[src/rtl/instr_fetch_unit.sv]
// instr_fetch_unit: multi-cycle fetch stage issuing one ibus read per PC over a split
// address/data handshake, with misaligned-PC fault reporting and redirect flush.
module instr_fetch_unit #(
  parameter logic [31:0] RESET_PC = 32'hbfc0_0000
) (
  input  logic        clk,
  input  logic        reset,
  input  logic        pc_valid,
  input  logic [31:0] pc,
  output logic        pc_ready,
  input  logic        flush,
  output logic        ireq_valid,
  output logic [31:0] ireq_addr,
  input  logic        iresp_addr_ok,
  input  logic        iresp_data_ok,
  input  logic [31:0] iresp_data,
  output logic        inst_valid,
  output logic [31:0] inst,
  output logic [31:0] inst_pc,
  output logic        inst_fault,
  input  logic        inst_ready,
  output logic [2:0]  state_dbg
);

  // Handshakes: a PC transfers on a rising edge where pc_valid & pc_ready & !flush; the
  // address transfers where ireq_valid & iresp_addr_ok; data where iresp_data_ok arrives
  // with a read outstanding; the instruction transfers where inst_valid & inst_ready & !flush.
  // flush beats every other input sampled on the same edge.
  typedef enum logic [2:0] {
    S_IDLE  = 3'd0,
    S_REQ   = 3'd1,
    S_WAIT  = 3'd2,
    S_HOLD  = 3'd3,
    S_DRAIN = 3'd4
  } state_t;

  state_t state;

  assign state_dbg = state;

  always_ff @(posedge clk) begin
    if (reset) begin
      state      <= S_REQ;
      pc_ready   <= 1'b0;
      ireq_valid <= 1'b1;
      ireq_addr  <= RESET_PC;
      inst_valid <= 1'b0;
      inst       <= '0;
      inst_pc    <= '0;
      inst_fault <= 1'b0;
    end else begin
      unique case (state)
        S_IDLE: begin
          if (!flush && pc_valid) begin
            pc_ready <= 1'b0;
            if (pc[1:0] != 2'b00) begin
              // Misaligned PC never reaches the bus; report the fault directly.
              state      <= S_HOLD;
              inst_valid <= 1'b1;
              inst       <= '0;
              inst_pc    <= pc;
              inst_fault <= 1'b1;
            end else begin
              state      <= S_REQ;
              ireq_valid <= 1'b1;
              ireq_addr  <= pc;
            end
          end
        end

        S_REQ: begin
          if (iresp_addr_ok) begin
            ireq_valid <= 1'b0;
            if (flush) begin
              if (iresp_data_ok) begin
                state    <= S_IDLE;
                pc_ready <= 1'b1;
              end else begin
                state <= S_DRAIN;
              end
            end else if (iresp_data_ok) begin
              state      <= S_HOLD;
              inst_valid <= 1'b1;
              inst       <= iresp_data;
              inst_pc    <= ireq_addr;
              inst_fault <= 1'b0;
            end else begin
              state <= S_WAIT;
            end
          end else if (flush) begin
            // Address not yet taken, so the request can simply be withdrawn.
            state      <= S_IDLE;
            ireq_valid <= 1'b0;
            pc_ready   <= 1'b1;
          end
        end

        S_WAIT: begin
          if (iresp_data_ok) begin
            if (flush) begin
              state    <= S_IDLE;
              pc_ready <= 1'b1;
            end else begin
              state      <= S_HOLD;
              inst_valid <= 1'b1;
              inst       <= iresp_data;
              inst_pc    <= ireq_addr;
              inst_fault <= 1'b0;
            end
          end else if (flush) begin
            state <= S_DRAIN;
          end
        end

        S_HOLD: begin
          if (flush || inst_ready) begin
            state      <= S_IDLE;
            inst_valid <= 1'b0;
            pc_ready   <= 1'b1;
          end
        end

        S_DRAIN: begin
          // Swallow the read that was in flight when the flush hit; flush itself is moot here.
          if (iresp_data_ok) begin
            state    <= S_IDLE;
            pc_ready <= 1'b1;
          end
        end

        default: begin
          state      <= S_IDLE;
          pc_ready   <= 1'b1;
          ireq_valid <= 1'b0;
          inst_valid <= 1'b0;
        end
      endcase
    end
  end

endmodule
[config.mk]
export PLATFORM = sky130hd
export DESIGN_NAME = instr_fetch_unit
export DESIGN_NICKNAME = d
export VERILOG_FILES = /design/src/rtl/instr_fetch_unit.sv
export SDC_FILE = /design/constraint.sdc
export NUM_CORES = 1
export LEC_CHECK = 0
export CORE_ASPECT_RATIO = 0.8
export CORE_MARGIN = 2
export CORE_UTILIZATION = 45
export CTS_BUF_LIST = sky130_fd_sc_hd__clkbuf_2
export DETAILED_ROUTE_END_ITERATION = 16
export PLACE_DENSITY = 0.94
export RECOVER_POWER = 25
export SLEW_MARGIN = 10
export SYNTH_ARGS = -nofsm -noshare
export SYNTH_HDL_FRONTEND = slang
export SYNTH_SLANG_ARGS = --single-unit
[constraint.sdc]
create_clock -name clk -period 1.9 [get_ports clk]
set_input_delay 0.285 -clock clk [delete_from_list [all_inputs] [get_ports clk]]
set_output_delay 0.285 -clock clk [all_outputs]
set_load 0.03 [all_outputs]
### After elaboration in Yosys (flattened, before gate mapping)

Cells that the tools add are included.

* register bits: 103
* bits of input ports: 71
* output and inout port bits: 103

* equal/unequal tests: 17
* mux-type cells: 57
* bitwise logic cells: 3
* reduce and logical (&&, ||, !) cells: 13

Operators with widths (number)
* 32-bit two-way mux: 14
* 32-bit one-hot mux with 3 select lines: 2
* 3-bit two-way mux: 9
* 1-bit two-way mux: 25
* 2-bit != test (second input constant): 10
* 3-bit one-hot mux with 5 select lines: 1
* 1-bit one-hot mux with 5 select lines: 2
* 3-bit != test (second input constant): 3
* 9-bit AND reduction: 1
* 4-bit AND reduction: 2
* 8-bit AND reduction: 1
* 3-bit by 2-bit equality test with 1-bit output (second input constant): 2
* 1-bit one-hot mux with 3 select lines: 2
* 5-bit AND reduction: 1
* 2-bit two-way mux: 2
* 3-bit by 1-bit equality test with 1-bit output (second input constant): 1
* 3-bit equality test (second input constant): 1
* 3-bit zero test: 1
* 1-bit NOT: 3
* 3-bit AND reduction: 1
* 3-bit nonzero test: 1
* 3-bit OR reduction: 1
* 2-bit nonzero test: 1
* 1-bit logical AND: 1
* other kinds (2): 2

### Longest topological paths before layout

Gate-level depths: netlist (run 1).

* depth in word-level cells: 4
* mapped depth: 8
* gate-level depth less buffers: 5

### Least setup slack after synthesis (run 1)

Ideal clock, no wire load.

* path type: reg-to-reg
* from: register state[1], in the netlist state_dbg[1]
* to: register state[2], in the netlist state_dbg[2]
* library setup time: 0.087 ns
* data arrival time: 1.662 ns
* data required time: 1.813 ns
* path slack: 0.150 ns
* stages on the path, launching flop included: 8
* buffers on the path: 2
* clock period less this slack: 1.750 ns
* path through: dfxtp_1 > buf_4 > buf_4 > nor3b_1 > o21ai_1 > o211ai_1 > or3b_1 > a211oi_1

* longest elaborated chain between the ends: 3
* elaborated cells on any way between the ends: 12

RTL lines
* start, declared: RTL line 37 `state_t state;`
* start signal, assigned: RTL line 43 `state <= S_REQ;`
* start signal, assigned: RTL line 58 `state <= S_HOLD;`
* start signal, assigned: RTL line 64 `state <= S_REQ;`
* 3-bit by 2-bit equality test with 1-bit output (tied with other cells): RTL line 52 `unique case (state)`
* 3-bit != test (no line) or 2-bit != test (tied branches)
* 5-bit AND reduction (no line)

Parallel ways exist; a longest one is shown, timed or not.
A chain may end at the register's enable or synchronous reset.

### Worst setup path in the final report (run 1)

* from: register state[0], in the netlist state_dbg[0]
* to: register inst_pc[23]

* longest elaborated chain between the ends: 3
* elaborated cells on any way between the ends: 13

RTL lines
* 3-bit by 1-bit equality test with 1-bit output (tied with other cells): RTL line 52
* 2-bit != test (no line) or 3-bit nonzero test (tied branches)
* 8-bit AND reduction (no line)
* end signal, assigned: RTL line 61 `inst_pc <= pc;`
* end signal, assigned: RTL line 85 `inst_pc <= ireq_addr;`
* end signal, assigned: RTL line 107 `inst_pc <= ireq_addr;`
* end, declared: RTL line 19 `output logic [31:0] inst_pc,`

Parallel ways exist; a longest one is shown, timed or not.

==> results.toml, run 1 <==
[timing]
finClkSkew_ns = 0.0258
setup_violations = 0
slew_headroom_pct = 72.9
tightest_slew_ns = 0.407
maxSlewViolCount = 0
clock.fmax_ghz = 0.557
setup_tns_ns = 0
rsz0062_at_grt = "false"
hold_viol = 0
finalCriticalPeriod_ns = 1.80
hold_ws_ns = 0.0978
finalCritPeriodShare_pct = 94.5

[floorplanning]
die_h_um = 92.4
num_rows = 32
die_width_um = 115
fp.dieArea_um2 = 10600
coreArea_um2 = 9570
pin_count = 174
initial_core_util_pct = 46.0

[critical_path]
cp-startpoint = "state_dbg[0]$_SDFFE_PP1P_"
r2r-start = "state_dbg[0]$_SDFFE_PP1P_"
rrSetupSlack_ns = 0.10
worst_ep_arrival_time_ns = 2.25
path_class = "register to register"
required_ns = 2.36
crit_fanout = 24
end_kind = "register"
rr_worst_depth = 6
start_kind = "register"
timing.rr.end = "inst_pc[23]$_SDFFE_PP0P_"

[finish]
syn_to_final_growth_pct = 43.6
final_util_pct = 66.0
drive_gt1_share_pct = 11.6
filler_cell_count = 793
fin_cells = 791
nets = 738
fin_area_um2 = 6320
antenna_cells = 0

[clock_tree]
htreeDepth = 3
cts_sinks = 103
postCtsSetupBuffers = 0
cts_hold_buf = 0
cts_tree = "done"
clk_pin_slew_worst_paths_ns = 0.27
clockRootBuffer = "clkbuf_2"
cts_resized = 107
cts.path.max_buffers = 2
clkLatencyLatePin_ns = 0.55
cts_buffers = 9

[yosys]
synth_async_sr_flop_share_pct = 0
synth_cell_type_count = 36
synth_fp_nets = 572
yosysTopAreaCell = "dfxtp_1"
synth_cells = 501
synth_area_um2 = 4400
synth_seq_cells = 103
seq_area_frac_synth_pct = 46.9
yosysWarnings = 0
synth.most_common_cell = "dfxtp_1"
synth_area_leaders = "dfxtp_1, a211oi_2, nand2_1, mux2i_1, a21oi_1"
synth_edf_count = 0
avgSynthCellArea_um2 = 8.78
ys.flop_type = "dfxtp_1"
netlist.area_leader.share_pct = 46.9
synth_commonest_cells = "dfxtp_1, nand2_1, a21oi_1"

[global_routing]
grt_pass1_vias = 4342
grt_pass1_wl_um = 20700
antenna_found_initial = 0
gr-total-overflow = 0
grt.total_usage_pct = 24.3
grt_max_degree = 50

[drt]
wl_per_cell_um = 16.1
drc = 0
drtIter0Drc = 285
wl_um = 12700
ant_nets = 0
num_vias = 4307
avgViaCountPerCell = 5.45
firstDrtPassIters = 4

[outcome]
status = "complete, no violations"

[job]
drv_cap = 0

[place]
placed_area_um2 = 6340
place_hpwl_um = 9330
port_buffers = 173
dp.cells = 775
place_congestion = 0.925

[power]
vdd_ir_drop_max_uv = 582
p_leak_nw = 2.74
powerDensity_nw_per_um2 = 1070

[min_path]
worstHoldPathType = "primary input to register"
hp-start = "reset"
hold-path-endpoint = "inst[22]$_SDFFE_PP0P_"
whs_path_depth = 2
-- routing by layer --
layer	up-vias	wire length (µm)	global-route usage (%)	share of wire [%]
met5	-	0	0	0
met4	0	206	8.33	1.6
met3	23	953	5.96	7.5
met2	169	6340	42.5	50
met1	2056	5220	29.0	41
li1	2059	-	-	-
-- flip-flops by register name (all words and copies together) (netlist names) --
signal,flops
inst_valid,1
pc_ready,1
ireq_addr,32
inst,32
state_dbg,3
ireq_valid,1
inst_fault,1
inst_pc,32
-- cells in the final DEF (no fill, tap or decap), types with 2 or more instances in the layout --
| cell type | instances |
|---|---|
| nand3_1 | 33 |
| a211oi_1 | 5 |
| o21ai_1 | 2 |
| dfxtp_1 | 100 |
| clkinv_1 | 2 |
| o22ai_1 | 2 |
| nand2_1 | 97 |
| clkinvlp_4 | 2 |
| o32a_1 | 2 |
| clkbuf_2 | 9 |
| nand3b_1 | 12 |
| a211oi_2 | 30 |
| a21oi_1 | 57 |
| inv_1 | 2 |
| o21ai_0 | 7 |
| nor2b_1 | 2 |
| mux2i_1 | 33 |
| nor3b_1 | 4 |
| dfxtp_2 | 2 |
| dlygate4sd2_1 | 101 |
| buf_12 | 6 |
| nor3_1 | 2 |
| clkbuf_1 | 2 |
| nand2b_1 | 4 |
| clkdlybuf4s50_1 | 69 |
| buf_4 | 19 |
| nor2_1 | 45 |
-- worst max-delay path, stage by stage, from the launching register on --
cell and delay, ns:
dfxtp_4 0.46, inv_1 0.14, nand2_1 0.15, a21oi_4 0.24
buf_6 0.32, mux2i_1 0.29, a211oi_2 0.10
-- worst max-delay path by stage --
stage | end | cells past startpoint
floorplan | state_dbg[2]$_SDFFE_PP0P_ | 7
global placement | inst_pc[14]$_SDFFE_PP0P_ | 7
detailed placement | inst_pc[12]$_SDFFE_PP0P_ | 7
CTS | inst_pc[21] | 1
global route | state_dbg[1] | 2
finish | inst_pc[23]$_SDFFE_PP0P_ | 6
-- where the power goes --
part | internal, mW | switching, mW
registers | 2.50 | 0.204
logic | 1.14 | 1.89
clock network | 0.306 | 0.743
total | 3.96 | 2.83
-- stage by stage --
| step | power [mW] | setup WS (ns) |
|---|---|---|
| final | 6.79 | 0.104 |
| after global routing | 7.16 | 0.00407 |
| after CTS | 6.85 | 0.00358 |
| after detailed placement | 6.04 | -0.176 |
| after global placement | 5.94 | -0.120 |
| after floorplan | 4.83 | 0.150 |
-- layout make-up --
type / instances / area (µm²) / share of cell area (%)
clock buffer: 9 / 45.0 / 0.713
sequential: 103 / 2070 / 32.7
inverter: 2 / 7.51 / 0.119
timing repair buffer: 199 / 1870 / 29.6
clock inverter: 7 / 72.6 / 1.15
tap: 119 / 149 / 2.36
multi-input combinational: 352 / 2110 / 33.3
-- logic make-up (layout without fill, tap and decap cells) --
logic type	count (synthesis)	in the layout	share of synthesized area [%]
muxes	33	33	7.51
DFF	103	103	46.9
buffers and inverters	46	217	5.60
AOI/OAI and AO/OA	111	111	18.6
and+or+nand+nor	208	208	21.4
Note: power is estimated with default switching activity, not from simulation.
==> run 2, diff against run 1 <==
--- a/config.mk
+++ b/config.mk
@@ -5,6 +5,7 @@
 export SDC_FILE = /design/constraint.sdc
 export NUM_CORES = 1
 export LEC_CHECK = 0
+export CAP_MARGIN = 20
 export CORE_ASPECT_RATIO = 0.8
 export CORE_MARGIN = 2
 export CORE_UTILIZATION = 45
==> results of run 2 <==
Final layout, timing and power as in run 1 (identical DEF).
==> run 3, diff against run 2 <==
--- a/config.mk
+++ b/config.mk
@@ -6,7 +6,7 @@
 export NUM_CORES = 1
 export LEC_CHECK = 0
 export CAP_MARGIN = 20
-export CORE_ASPECT_RATIO = 0.8
+export CORE_ASPECT_RATIO = 1.75
 export CORE_MARGIN = 2
 export CORE_UTILIZATION = 45
 export CTS_BUF_LIST = sky130_fd_sc_hd__clkbuf_2
==> run 3 against run 2 <==
Effect of this change:
- die area grew 0.24%
- final cell count is 0.76% higher
- non-clock buffer count up 2
- via count grew 0.46%
==> results.toml, run 3 (same netlist as run 1, synthesis figures left out) <==
[outcome]
status = "complete, no violations"

[power]
power_mw = 6.73
p_switching_mw = 2.86
pwr-share-clk_pct = 13.9
p_seq_share_pct = 40.2
switching_share_pct = 42.5
p_int_mw = 3.87
p_leak_nw = 2.76
combPwrFrac_pct = 45.9
vdd_ir_drop_max_uv = 748
powerDensity_nw_per_um2 = 1060

[critical_path]
crit_path_top_delay_cell = "dfxtp_4"
worst_ep_arrival_time_ns = 2.27
cp_slowest_stage_delay_ns = 0.47
end_kind = "register"
crit_top_cell = "nor2_1"
critical_path.cell_chain = "nand2b_1 -> nor2_1 -> and4b_1 -> buf_12 -> nor2_1 -> a211oi_2"
start_kind = "register"
required_ns = 2.38
path_class = "register to register"
crit_fanout = 56

[min_path]
worstHoldPathType = "primary input to register"

[place]
pre_cts_ws_ns = -0.246
place_congestion = 0.936
port_buffers = 173
place_hpwl_um = 9740

[global_routing]
grt_max_degree = 57
grt.total_usage_pct = 24.8
grt_pass1_wl_um = 21000
gr-total-overflow = 0
grt_pass1_vias = 4386
antenna_found_initial = 1

[finish]
layout_commonest_cell = "dlygate4sd2_1"
top_regs = "inst x32, inst_pc x32, ireq_addr x32"
filler_cell_count = 774
final_cell_mix = "dlygate4sd2_1, dfxtp_1, nand2_1"
regArea_um2 = 2070
syn_to_final_growth_pct = 44.3
drive_gt1_share_pct = 11.9
nets = 740
final_util_pct = 67.0
multi_input_area_um2 = 2100

[timing]
setup_violations = 0
rsz0062_at_grt = "false"
finalCritPeriodShare_pct = 94.1
finClkSkew_ns = 0.0207
maxSlewViolCount = 0
hold_viol = 0
finalCriticalPeriod_ns = 1.79
clock.fmax_ghz = 0.559
setup_tns_ns = 0
postLayoutSetupSlackWorst_ns = 0.111
tightest_slew_ns = 0.463
slew_headroom_pct = 69.1
hold_ws_ns = 0.240

[clock_tree]
clockRootBuffer = "clkbuf_2"
clkLatencyLatePin_ns = 0.55
cts_buffers = 9
htreeDepth = 3
postCtsSetupBuffers = 0
clk_pin_slew_worst_paths_ns = 0.29
cts_sinks = 103
cts_tree = "done"
cts.path.max_buffers = 2

[drt]
firstDrtPassIters = 6
drtIter0Drc = 226
drc = 0
wl_per_cell_um = 16.4
num_vias = 4327
avgViaCountPerCell = 5.43
wl_um = 13100
ant_nets = 0

[floorplanning]
initial_core_util_pct = 46.5
coreArea_um2 = 9470
pin_count = 174
num_rows = 47
fp.dieArea_um2 = 10600
die_width_um = 78.7
die_h_um = 135

[job]
drv_cap = 0
-- run 3: power by group through the flow --
stage                     Sequential [mW]  Combinational (mW)  Clock (mW)
after CTS                            2.70                3.12       0.965
after global routing                 2.75                3.29        1.07
after global placement               2.74                3.22           0
after floorplan                      3.37                1.46           0
final                                2.70                3.09       0.935
after detailed placement             2.76                3.34           0
-- run 3: worst max-delay path: cells and delay by family, from the launching register on --
family,cells,cell delay [ns]
AND/OR/NAND/NOR,4,0.74
buffers and inverters,1,0.28
AO/OA/AOI/OAI,1,0.20
flip-flops,1,0.47
-- run 3: metrics by stage --
stage	cells	cell area [µm²]
final	797	6350
after global routing	797	6350
after CTS	796	6350
after detailed placement	779	6360
after global placement	779	6360
after floorplan	501	4400
-- run 3: final cells by class --
type | instances | share of cell area, %
diodes | 1 | 0.0394
well taps | 122 | 2.40
clock buffers | 9 | 0.710
multi-input cells | 352 | 33.1
repair buffers | 201 | 30.1
clock inverters | 7 | 0.887
flip-flops and latches | 103 | 32.6
inverters | 2 | 0.118
-- run 3: worst paths after layout --
path | from | endpoint | slack, ns | cells past startpoint
setup / recovery | state_dbg[1]$_SDFFE_PP0P_ | inst_pc[9]$_SDFFE_PP0P_ | 0.11 | 6
setup reg to reg | state_dbg[1]$_SDFFE_PP0P_ | inst_pc[9]$_SDFFE_PP0P_ | 0.11 | 6
hold reg to reg | inst[10]$_SDFFE_PP0P_ | inst[10]$_SDFFE_PP0P_ | 0.47 | 2
hold / removal | iresp_data[6] | inst[6]$_SDFFE_PP0P_ | 0.24 | 3
-- run 3: repair_timing --
item,in CTS,in global routing
hold buffers,1,0
gates resized for setup,108,3
pin swaps,0,0
endpoints found under the setup margin,106,4
endpoints found under the hold margin,4,0
-- run 3: metal layers --
| metal | GRT usage, % | wire length (µm) | up-vias | part of all wire, % |
|---|---|---|---|---|
| met2 | 47.4 | 7350 | 176 | 56 |
| met1 | 25.3 | 4630 | 2064 | 35 |
| met3 | 5.61 | 794 | 23 | 6.1 |
| met5 | 0 | 0 | - | 0 |
| met4 | 10.3 | 327 | 0 | 2.5 |
| li1 | - | - | 2064 | - |
